## src/rtl/udp_pkg.sv

```systemverilog
// rtl/udp_pkg.sv - shared types and constants for the UDP deframer
package udp_pkg;

    localparam int          AXIS_BYTES    = 4;
    localparam logic [7:0]  UDP_PROTOCOL  = 8'd17;
    localparam logic [15:0] UDP_HDR_BYTES = 16'd8;

    typedef enum logic [1:0] {
        HDR0,
        HDR1,
        PAYLOAD,
        DROP
    } state_e;

    // Network byte order on the wire: first lane is the high byte.
    function automatic logic [15:0] be16(input logic [15:0] bytes);
        return {bytes[7:0], bytes[15:8]};
    endfunction

endpackage

```

## src/rtl/udp_deframer.sv

```systemverilog
// rtl/udp_deframer.sv - strips the UDP header, trims payload to UDP length
module udp_deframer
    import udp_pkg::*;
(
    input  logic        clk,
    input  logic        areset,
    input  logic        axis_i_tvalid,
    output logic        axis_i_tready,
    input  logic        axis_i_tlast,
    input  logic [31:0] axis_i_tdata,
    input  logic [15:0] axis_i_length,
    input  logic [7:0]  axis_i_protocol,
    input  logic [31:0] axis_i_src_ip,
    input  logic [31:0] axis_i_dst_ip,
    output logic        axis_o_tvalid,
    input  logic        axis_o_tready,
    output logic        axis_o_tlast,
    output logic [31:0] axis_o_tdata,
    output logic [15:0] axis_o_length,
    output logic [15:0] axis_o_src_port,
    output logic [15:0] axis_o_dst_port,
    output logic [31:0] axis_o_src_ip,
    output logic [31:0] axis_o_dst_ip,
    output logic        err_pulse
);

    state_e      state_q;
    logic [15:0] remaining_q;
    logic [15:0] length_q;
    logic [15:0] src_port_q;
    logic [15:0] dst_port_q;
    logic [31:0] src_ip_q;
    logic [31:0] dst_ip_q;
    logic        err_q;

    logic        in_beat;
    logic        in_payload;
    logic        rem_le4;
    logic [15:0] udp_len;

    assign in_payload = (state_q == PAYLOAD);
    assign rem_le4    = (remaining_q <= 16'd4);
    assign udp_len    = be16(axis_i_tdata[15:0]);

    // Only the payload state is subject to downstream backpressure.
    assign axis_i_tready = in_payload ? axis_o_tready : 1'b1;
    assign in_beat       = axis_i_tvalid & axis_i_tready;

    assign axis_o_tvalid   = in_payload & axis_i_tvalid;
    assign axis_o_tlast    = in_payload & (axis_i_tlast | rem_le4);
    assign axis_o_tdata    = axis_i_tdata;
    assign axis_o_length   = length_q;
    assign axis_o_src_port = src_port_q;
    assign axis_o_dst_port = dst_port_q;
    assign axis_o_src_ip   = src_ip_q;
    assign axis_o_dst_ip   = dst_ip_q;
    assign err_pulse       = err_q;

    always_ff @(posedge clk or posedge areset) begin
        if (areset) begin
            state_q     <= HDR0;
            remaining_q <= '0;
            length_q    <= '0;
            src_port_q  <= '0;
            dst_port_q  <= '0;
            src_ip_q    <= '0;
            dst_ip_q    <= '0;
            err_q       <= 1'b0;
        end else begin
            err_q <= 1'b0;
            case (state_q)
                HDR0: begin
                    if (in_beat) begin
                        src_port_q <= be16(axis_i_tdata[15:0]);
                        dst_port_q <= be16(axis_i_tdata[31:16]);
                        src_ip_q   <= axis_i_src_ip;
                        dst_ip_q   <= axis_i_dst_ip;
                        // A one-beat non-UDP frame is legal; a one-beat UDP frame is truncated.
                        if (axis_i_tlast) begin
                            state_q <= HDR0;
                            err_q   <= (axis_i_protocol == UDP_PROTOCOL);
                        end else if (axis_i_protocol != UDP_PROTOCOL) begin
                            state_q <= DROP;
                        end else begin
                            state_q <= HDR1;
                        end
                    end
                end
                HDR1: begin
                    if (in_beat) begin
                        if (axis_i_tlast) begin
                            state_q <= HDR0;
                            err_q   <= 1'b1;
                        end else if ((udp_len < UDP_HDR_BYTES) || (udp_len > axis_i_length)) begin
                            state_q <= DROP;
                            err_q   <= 1'b1;
                        end else if (udp_len == UDP_HDR_BYTES) begin
                            state_q <= DROP;
                        end else begin
                            remaining_q <= udp_len - UDP_HDR_BYTES;
                            length_q    <= udp_len - UDP_HDR_BYTES;
                            state_q     <= PAYLOAD;
                        end
                    end
                end
                PAYLOAD: begin
                    if (in_beat) begin
                        remaining_q <= rem_le4 ? 16'd0 : (remaining_q - 16'd4);
                        // Input ending early is a runt; datagram ending early leaves padding to drop.
                        if (axis_i_tlast) begin
                            state_q <= HDR0;
                            err_q   <= ~rem_le4;
                        end else if (rem_le4) begin
                            state_q <= DROP;
                        end
                    end
                end
                DROP: begin
                    if (in_beat && axis_i_tlast) begin
                        state_q <= HDR0;
                    end
                end
                default: state_q <= HDR0;
            endcase
        end
    end

endmodule

```

## config.mk

```make
export PLATFORM = sky130hd
export DESIGN_NAME = udp_deframer
export DESIGN_NICKNAME = d
export VERILOG_FILES = /design/src/rtl/udp_pkg.sv /design/src/rtl/udp_deframer.sv
export SDC_FILE = /design/constraint.sdc
export NUM_CORES = 1
export LEC_CHECK = 0
export CAP_MARGIN = 30
export CORE_ASPECT_RATIO = 1.2
export CORE_MARGIN = 4
export CORE_UTILIZATION = 30
export CTS_CLUSTER_SIZE = 40
export DETAILED_ROUTE_END_ITERATION = 10
export DONT_BUFFER_PORTS = 1
export PLACE_DENSITY = 0.55
export SYNTH_ARGS = -nofsm -noshare
export SYNTH_HDL_FRONTEND = slang
export SYNTH_SLANG_ARGS = --single-unit
```

## constraint.sdc

```tcl
create_clock -name clk -period 14.7 [get_ports clk]
set_clock_uncertainty 0.1 [all_clocks]
set_input_delay 4.41 -clock clk [delete_from_list [all_inputs] [get_ports clk]]
set_output_delay 4.41 -clock clk [all_outputs]
set_load 0.005 [all_outputs]
```

Word-level counts from Yosys, hierarchy flattened
Cells that the tools add are included.
{ "totals": {"output_inout_bits": 148, "inputBits": 125, "word_cells": 71, "register_bits": 131} }
{ "op_classes": {"order_cmp": 3, "reduce_logical": 8, "n_eq_ne": 14, "addsub": 2, "bitwise": 8, "mux": 28} }
{ "op_table": {"columns": ["operator", "n"], "rows": [
  ["16-bit 2-to-1 mux", 6],
  ["16-bit one-hot mux with 2 select lines", 1],
  ["2-bit 2-to-1 mux", 9],
  ["16-bit by 4-bit equality test with 1-bit output (second input constant)", 1],
  ["16-bit greater-than comparator", 1],
  ["16-bit by 3-bit less-or-equal comparator with 1-bit output (second input constant)", 1],
  ["16-bit by 4-bit < comparator with 1-bit output (second input constant)", 1],
  ["16-bit by 3-bit subtractor with 16-bit output (second input constant)", 1],
  ["16-bit by 4-bit subtractor with 16-bit output (second input constant)", 1],
  ["2-bit != test (second input constant)", 7],
  ["1-bit 2-to-1 mux", 10],
  ["5-bit AND reduction", 2],
  ["8-bit by 5-bit equality test with 1-bit output (second input constant)", 1],
  ["8-bit by 5-bit != test with 1-bit output (second input constant)", 1],
  ["2-bit one-hot mux with 4 select lines", 1],
  ["6-bit AND reduction", 1],
  ["2-bit equality test (second input constant)", 2],
  ["1-bit inverter", 4],
  ["1-bit AND", 3],
  ["3-bit by 2-bit != test with 1-bit output (second input constant)", 1],
  ["1-bit one-hot mux with 3 select lines", 1],
  ["2-bit by 1-bit equality test with 1-bit output (second input constant)", 1],
  ["2-bit logical NOT", 1],
  ["2-bit AND reduction", 1],
  ["4 further kinds", 4]
]} }

Depth between registers and ports, before layout
Gate-level depths: netlist of the first run.
{ "logic_depth": {"depth_word": 6, "mapped_depth": 9, "depth_no_buf": 8} }

Worst setup path after synthesis of the first run
No wires, ideal clock.
{ "synth_timing": {"path_kind": "in2out", "start": "input port axis_i_tlast", "end": "output port axis_o_tlast", "slack_ns": 5.606, "path_stages": 2, "required_ns": 10.190, "path_buffers": 0, "arrival_time_ns": 4.584, "cell_sequence": "inv_1 -> a21oi_1"} }
{ "synth_between": {"elab_chain_len": 2} }
{ "synth_rtl": {"columns": ["item", "line", "rtl"], "rows": [
  ["start: declaration", "udp_deframer.sv:9", "input logic axis_i_tlast,"],
  ["1-bit OR", "udp_deframer.sv:50", "assign axis_o_tlast = in_payload & (axis_i_tlast | rem_le4);"],
  ["1-bit AND", "udp_deframer.sv:50", null],
  ["end: declaration", "udp_deframer.sv:17", "output logic axis_o_tlast,"]
]} }
Every way passes these cells.

Final worst setup path of the first run
{ "layout_timing": {"start": "input port axis_i_tvalid", "end": "output port axis_o_tvalid"} }
{ "layout_between": {"elab_chain_len": 1} }
{ "layout_rtl": {"columns": ["item", "line", "rtl"], "rows": [
  ["start: declaration", "udp_deframer.sv:7", "input logic axis_i_tvalid,"],
  ["1-bit AND", "udp_deframer.sv:49", "assign axis_o_tvalid = in_payload & axis_i_tvalid;"],
  ["end: declaration", "udp_deframer.sv:15", "output logic axis_o_tvalid,"]
]} }
Every way passes these cells.

==> results of run 1 <==
[how the worst max path moves through the flow]
stage	to	slack, ns
CTS	axis_o_tlast	5.56
global route	axis_o_tlast	5.52
finish	axis_o_tvalid	5.55
global placement	axis_o_tlast	5.57
floorplan	axis_o_tlast	5.61
detailed placement	axis_o_tlast	5.56
[logic make-up after synthesis]
| group | after synthesis |
|---|---|
| adders and majority gates | 19 |
| DFF | 131 |
| xor gates and xnor gates | 11 |
| and+or+nand+nor | 91 |
| muxes | 114 |
| buffers and inverters | 87 |
| AOI/OAI and AO/OA | 81 |
[state kept, by name, indices dropped and copies added (netlist names)]
register,count
err_pulse,1
axis_o_dst_port,16
axis_o_src_port,16
remaining_q,16
axis_o_length,16
state_q,2
axis_o_dst_ip,32
axis_o_src_ip,32
[layer usage]
metal	track usage (%)	up-vias	routed length, um
met1	16.5	2067	6510
met5	0	-	0
li1	-	1833	-
met2	26.1	272	9380
met4	3.55	0	194
met3	7.54	17	2160
[cells in the mapped netlist (3+ instances only)]
| library cell | number | share of area, % |
|---|---|---|
| buf_6 | 4 | 0.70 |
| mux2_1 | 6 | 1.0 |
| inv_1 | 35 | 2.0 |
| nand2b_1 | 4 | 0.39 |
| a32o_1 | 13 | 2.0 |
| nor4_1 | 4 | 0.39 |
| o31ai_1 | 6 | 0.70 |
| nand4_1 | 6 | 0.58 |
| and3_1 | 3 | 0.29 |
| xnor2_1 | 9 | 1.2 |
| nor2_1 | 13 | 0.75 |
| nand2_1 | 19 | 1.1 |
| dfrtp_1 | 131 | 51 |
| nor3_1 | 10 | 0.77 |
| o22ai_1 | 6 | 0.58 |
| a21oi_1 | 24 | 1.9 |
| clkbuf_1 | 11 | 0.64 |
| buf_4 | 32 | 3.7 |
| buf_2 | 5 | 0.39 |
| mux2_2 | 96 | 17 |
| mux2i_1 | 12 | 1.9 |
| o21ai_0 | 15 | 1.2 |
| nor2b_1 | 4 | 0.39 |
| ha_1 | 19 | 3.7 |
| nand3_1 | 7 | 0.54 |
| or3_1 | 3 | 0.29 |
[area by class of cell]
type                       count  area, sq um  share of cell area, %
multi-input combinational    316         2720                   38.1
timing repair buffer           6         65.1                  0.912
antenna                        1         2.50                 0.0351
clock inverter                14          168                   2.35
tap                          270          338                   4.74
sequential                   131         3280                   46.0
inverter                      35          136                   1.91
clock buffer                  18          429                   6.02
[per-stage QoR]
stage	instances	cell area, sq um
2_1_floorplan	534	6470
3_3_place_gp	757	6500
3_5_place_dp	757	6500
4_1_cts	789	7100
5_1_grt	791	7130
6_report	791	7130
[power by group through the flow]
stage / registers [mW] / clock network (mW) / logic (mW)
5_1_grt: 0.735 / 0.464 / 0.353
2_1_floorplan: 0.650 / 0 / 0.276
3_5_place_dp: 0.714 / 0 / 0.321
3_3_place_gp: 0.719 / 0 / 0.308
4_1_cts: 0.714 / 0.450 / 0.320
6_report: 0.706 / 0.437 / 0.319
==> impl_summary.log, run 1 <==
[metrics] status: completed
[metrics] largest net degree at the start of global routing: 80
[metrics] sequential area share after synthesis: 50.7%
[metrics] measured slew at the worst slew-check pin: between 0.9 and 1 ns
[metrics] time the final worst path needs with I/O delays and setup: ~9 ns
[metrics] post-place setup slack: 5.56 ns
[metrics] Power Dens Cells: 205 nW/um^2
[metrics] floorplan die area: ~24000 sq um
[metrics] Detailed Route Iter0 Violations: roughly 190
[metrics] vias in the first global route: 4527
[metrics] startpoint of the tightest hold check path: axis_o_length[5]
[metrics] area inside the core boundary: 21100 sq um
[metrics] wire length per cell: 23.1 um
[metrics] Post-CTS Resized: 0
[metrics] Chip Height: approximately 170 um
[metrics] overall power: 1.46 mW
[metrics] worst hold margin: 0.423 ns
[metrics] Worst Hold Depth: 1
[metrics] Top FF cell, synth: dfrtp_1
[metrics] post-CTS clock slew at the launch and capture registers of the worst setup and hold paths: 0.06 ns
[metrics] number of distinct library cell variants in the gate-level netlist after synthesis: between 50 and 60
[metrics] maximum achievable frequency: 109 MHz
[metrics] Synth async-reset ratio: 100%
[metrics] Static Leak: 2.93 nW
[metrics] main combinational cell family by area after synthesis: multiplexers
[metrics] clock latency of the later-clocked register in the worst-skew pair: 0.41 ns
[metrics] Max Cap Violations: 0
[metrics] fraction of layout cells with a size suffix above 1: 28.8%
[metrics] relative contribution of combinational cells to total power: 21.8%
[metrics] total via count in the routed design: ~4200
[metrics] number of rows created at floorplan: 58
[metrics] library cell contributing the largest single delay on the critical path: nor2_1
[metrics] CTS buffer count: 17
[metrics] WP data required: roughly 10 ns
[metrics] final count of pins violating max slew: 0
[metrics] commonest non-fill, non-tap cell in the layout: dfrtp_1
[metrics] count of flip-flops with a built-in enable after synthesis: 0
[metrics] simple-gate share of the synthesized area: ~8.2%
[metrics] Overflow after GRT: 0
[metrics] portion of netlist area occupied by mux cells: between 15 and 20%
[metrics] sw frac: 33.5%
[metrics] Initial Utilization: between 30% and 40%
[metrics] category of cells accounting for the largest share of critical-path delay: simple AND/OR/NAND/NOR gates
[metrics] Post-Syn Area per Cell: 12.1 sq um
[metrics] reg-to-reg endpoint: remaining_q[3]
[metrics] vias per inst: 5.30
[metrics] total global routing track utilization: 15.1%
[metrics] TritonCTS clock tree: built
[metrics] Critical Path Start: axis_i_tvalid
[metrics] Worst Setup Path Type: in -> out
[metrics] hold-fix buffers at CTS: 0
[metrics] Die Wd: 142 um
[metrics] final-layout setup total negative slack: 0 ns
[metrics] Worst VDD drop: 83.3 uV
[metrics] half-perimeter wire length of the detailed placement result: 14000 um
[metrics] Mapped Area: between 6000 and 7000 sq um
[metrics] count of input and output buffers: 0
[metrics] placer's final routability congestion estimate: 0.914
[metrics] Crit path largest cell delay: 0.17 ns
[metrics] commonest cells after routing, fill and taps aside: dfrtp_1 (131), mux2_2 (96), inv_1 (34)
[metrics] xor/xnor share of the synthesized area: 1.49%
[metrics] Sequential Power Share: between 40% and 50%
[metrics] number of antenna violations at the first check in global routing: 1
[metrics] worst path bufs/invs: 1
[metrics] layout overhead on the synthesized area: 10.2%
[metrics] final routed wirelength across all metal layers: 18200 um
[metrics] Cell Chain, Critical Path: inv_1, nor2_1
[metrics] residual DRC count: 0
[metrics] number of cells on the critical path: 2
[metrics] area fraction in compound gates after synthesis: 8.87%
[metrics] portion of total power attributed to the clock network: between 20% and 30%
[metrics] Clock Path Buffers: 2
[metrics] Startpoint Class: input port
[metrics] total clock sinks: 131
[metrics] Post-CTS Setup Inserts: 0
[metrics] post-synthesis cell count: 534
[metrics] startpoint of the worst-slack reg-to-reg timing path: state_q[1]
[metrics] final-report hold violation count: 0
[metrics] Max H-tree Level: 4
[metrics] post-route fraction of the period consumed by the critical path: 62.2%
[metrics] depth of the worst register-to-register path: 5
[metrics] number of nets at the end of the flow: 651
[metrics] I/O pin count: approximately 270
[metrics] setup repair after global routing missed its margin: no
[metrics] Post-Synth Adder-Cell Area: 3.67%
[metrics] flip-flop and latch count after synthesis: 131
[metrics] Synth Warn #: 0
[metrics] count of filler cells inserted in the layout: between 2000 and 2500
[metrics] global-route wire length before repair: 28000 um
[metrics] smallest setup slack after layout: 5.55 ns
[metrics] max-slew headroom at the worst pin: 38.8%
[metrics] data arrival time at the worst-slack endpoint: 4.64 ns
[metrics] number of nets in the synthesized netlist: around 680
[metrics] terminating pin of the worst hold path: axis_o_length[5]
[metrics] sort of element at the end of the critical path: output pin
[metrics] core occupancy in the finished layout: ~34%
[metrics] flop2flop setup slack: 12.26 ns
[metrics] switching power summed over all nets: 490 uW
[metrics] Antenna Nets Post-Route: 0
[metrics] critical path peak fanout: 7
[metrics] number of setup violations in the final report: 0
[metrics] min-delay worst type: reg -> reg
[metrics] master cell of the clock root buffer: clkbuf_16
[metrics] cell internal pwr: 972 uW
[metrics] First-pass DRT Iterations: 7
Note: power is estimated with default switching activity, not from simulation.
==> run 2: changes to the inputs <==
Clock period 14.7 ns to 8.9 ns, I/O delays scaled along.
==> run 2 against run 1 <==
  * First-iteration DRC count is 33% higher
  * Clock power is 59% higher
  * Design area is 0.61% lower
  * Clock-buffer cell count is 1 lower
  * Largest power group unchanged
  * Setup slack worse by 2.3 ns
  * Critical path depth stayed put
  * Flip-flop and latch count stayed put
  * Critical endpoint is now axis_o_tlast
  * Register-to-register slack worse by 5.9 ns
  * Global-route usage is 0.31 points lower
  * Non-clock buffer count is 1 lower
  * Sequential power is 66% higher
==> impl_summary.log, run 2 (same netlist as run 1, synthesis figures left out) <==
[metrics] status: completed
[metrics] wire length per cell: 22.8 um (-1.3%)
[metrics] I/O pin count: 273 (unchanged)
[metrics] cell area after layout: 7090 sq um (-0.61%)
[metrics] clock latency of the later-clocked register in the worst-skew pair: 0.41 ns (about the same)
[metrics] maximum achievable frequency: 177 MHz
[metrics] data arrival time at the worst-slack endpoint: 2.89 ns (-1.75 ns)
[metrics] total met3 wirelength after detailed routing: 2150 um (-0.42%)
[metrics] final count of pins violating max slew: 0 (unchanged)
[metrics] max-slew headroom at the worst pin: 35.8% (-3.0 points)
[metrics] global-route wire length before repair: 27400 um (-1.9%)
[metrics] reg-to-reg endpoint: remaining_q[2]
[metrics] min-delay worst type: reg -> reg
[metrics] Worst Setup Path Type: in -> out
[metrics] Worst VDD drop: 158 uV (+90%)
[metrics] Antenna Nets Post-Route: 0 (unchanged)
[metrics] TritonCTS clock tree: built
[metrics] WP data required: 6.13 ns (-4.06 ns)
[metrics] number of cells on the critical path: 2 (unchanged)
[metrics] terminating pin of the worst hold path: axis_o_length[5]
[metrics] placed insts: 757 (unchanged)
[metrics] fraction of layout cells with a size suffix above 1: 28.9% (+0.056 points)
[metrics] Cell Area, Placed: 6500 sq um (unchanged)
[metrics] total routed wire length on the met1 layer: 6430 um (-1.3%)
[metrics] total global routing track utilization: 14.8% (-0.31 points)
[metrics] Overflow after GRT: 0 (unchanged)
[metrics] Power Dens Cells: 337 nW/um^2 (+64%)
[metrics] final std cells w/o fill: 789 (-0.25%)
[metrics] area of combinational cells with multiple inputs: 2720 sq um (unchanged)
[metrics] number of rows created at floorplan: 58 (unchanged)
[metrics] number of nets at the end of the flow: 650 (-0.15%)
[metrics] measured slew at the worst slew-check pin: 0.963 ns (+0.0450 ns)
[metrics] hold-fix buffers at CTS: 0 (unchanged)
[metrics] Max Cap Violations: 0 (unchanged)
[metrics] layout overhead on the synthesized area: 9.53%
[metrics] time the final worst path needs with I/O delays and setup: 5.66 ns
[metrics] total clock sinks: 131 (unchanged)
[metrics] post-route fraction of the period consumed by the critical path: 63.6%
[metrics] commonest cells after routing, fill and taps aside: dfrtp_1 (131), mux2_2 (96), inv_1 (34)
[metrics] Post-CTS Setup Inserts: 0 (unchanged)
[metrics] First-pass DRT Iterations: 6 (-1)
[metrics] placer's final routability congestion estimate: 0.832 (-8.9%)
[metrics] setup repair after global routing missed its margin: no
[metrics] half-perimeter wire length of the detailed placement result: 13700 um (-2.5%)
[metrics] Initial Utilization: 30.6% (unchanged)
[metrics] post-CTS clock slew at the launch and capture registers of the worst setup and hold paths: 0.06 ns (about the same)
[metrics] Sequential Area: 3280 sq um (unchanged)
[metrics] Static Leak: 2.92 nW (-0.29%)
[metrics] final-report hold violation count: 0 (unchanged)
[metrics] commonest non-fill, non-tap cell in the layout: dfrtp_1
[metrics] sort of element at the end of the critical path: output pin
[metrics] final-layout setup total negative slack: 0 ns (unchanged)
[metrics] Startpoint Class: input port
[metrics] startpoint of the tightest hold check path: axis_o_length[5]
[metrics] flop2flop setup slack: 6.40 ns (-5.86 ns)
[metrics] Max H-tree Level: 4 (unchanged)
[metrics] Worst Hold Depth: 1 (unchanged)
[metrics] floorplan die area: 24000 sq um (unchanged)
[metrics] Chip Height: 169 um (unchanged)
[metrics] startpoint of the worst-slack reg-to-reg timing path: state_q[1]
[metrics] worst path bufs/invs: 1 (unchanged)
[metrics] Die Wd: 142 um (unchanged)
[metrics] Detailed Route Iter0 Violations: 256 (+33%)
[metrics] count of filler cells inserted in the layout: 2032 (-3.0%)
[metrics] number of setup violations in the final report: 0 (unchanged)
[metrics] critical path peak fanout: 3 (-4)
[metrics] Cell Chain, Critical Path: inv_1, a21oi_1
[metrics] Crit path largest cell delay: 0.18 ns (about the same)
[metrics] final routed wirelength across all metal layers: 18000 um (-1.6%)
[metrics] library cell contributing the largest single delay on the critical path: a21oi_1
[metrics] master cell of the clock root buffer: clkbuf_16
[metrics] largest net degree at the start of global routing: 75 (-6.3%)
[metrics] vias per inst: 5.30 (+0.16%)
[metrics] met2 wire length: 9280 um (-1.0%)
[metrics] number of antenna violations at the first check in global routing: 0 (-1)
[metrics] count of input and output buffers: 0 (unchanged)
[metrics] depth of the worst register-to-register path: 5 (unchanged)
[metrics] residual DRC count: 0 (unchanged)
[metrics] Post-CTS Resized: 0 (unchanged)
[metrics] Clock Path Buffers: 2 (unchanged)
[metrics] uppermost metal layer occupied by signal nets: met4
[metrics] overall power: 2.39 mW (+63%)
[metrics] vias in the first global route: 4418 (-2.4%)
[metrics] Antenna Cells: 0 (-1)
[metrics] area inside the core boundary: 21100 sq um (unchanged)
[metrics] CTS buffer count: 17 (unchanged)
[metrics] total via count in the routed design: 4185 (-0.095%)
[metrics] category of cells accounting for the largest share of critical-path delay: compound AO/OA/AOI/OAI gates
==> run 2: cell count changes in the layout (fill, tap and decap cells not counted), sizes merged <==
| cell | change |
|---|---|
| buf | -1 |
| bufinv | -2 |
| clkbuf | -1 |
| clkinvlp | -2 |
| diode | -1 |
| inv | +5 |
==> run 2: stage by stage <==
step	hold slack (ns)	utilization, %	setup WS, ns
2_1_floorplan	0.374	-	2.63
3_3_place_gp	0.396	30.8	3.25
3_5_place_dp	0.398	30.8	3.24
4_1_cts	0.412	33.6	3.24
5_1_grt	0.435	33.6	3.21
6_report	0.417	33.6	3.24
==> run 2: worst max path at each step <==
stage	startpoint	end	slack, ns
6_report	axis_i_tlast	axis_o_tlast	3.24
5_1_grt	axis_i_tlast	axis_o_tlast	3.21
4_1_cts	axis_i_tlast	axis_o_tlast	3.24
3_5_place_dp	axis_i_tlast	axis_o_tlast	3.24
3_3_place_gp	axis_i_tlast	axis_o_tlast	3.25
2_1_floorplan	areset	axis_o_dst_ip[0]	2.63
==> run 2: final cells by class <==
type | count | area share [%]
multi-input combinational | 316 | 38.3
clock buffer | 17 | 6.00
timing repair buffer | 5 | 0.530
tap | 270 | 4.77
clock inverter | 15 | 2.22
sequential | 131 | 46.2
inverter | 35 | 1.92
==> run 2: power breakdown <==
part | switching, mW | leakage (nW) | internal (mW) | total [mW]
sequential | 0.274 | 1.54 | 0.893 | 1.17
clock | 0.317 | 0.291 | 0.377 | 0.694
combinational | 0.236 | 1.08 | 0.288 | 0.524
==> run 2: worst register-to-register path, delay by kind of cell, from the launching register on <==
family           cells  cell delay [ns]
AND/OR/NAND/NOR      2             0.33
flip-flops           1             0.47
AO/OA/AOI/OAI        2             1.22
multiplexers         1             0.29
==> run 2: metal layers <==
metal / vias up / track usage, %
li1: 1831 / -
met2: 260 / 25.4
met3: 10 / 7.66
met5: - / 0
met4: 0 / 3.01
met1: 2084 / 16.2
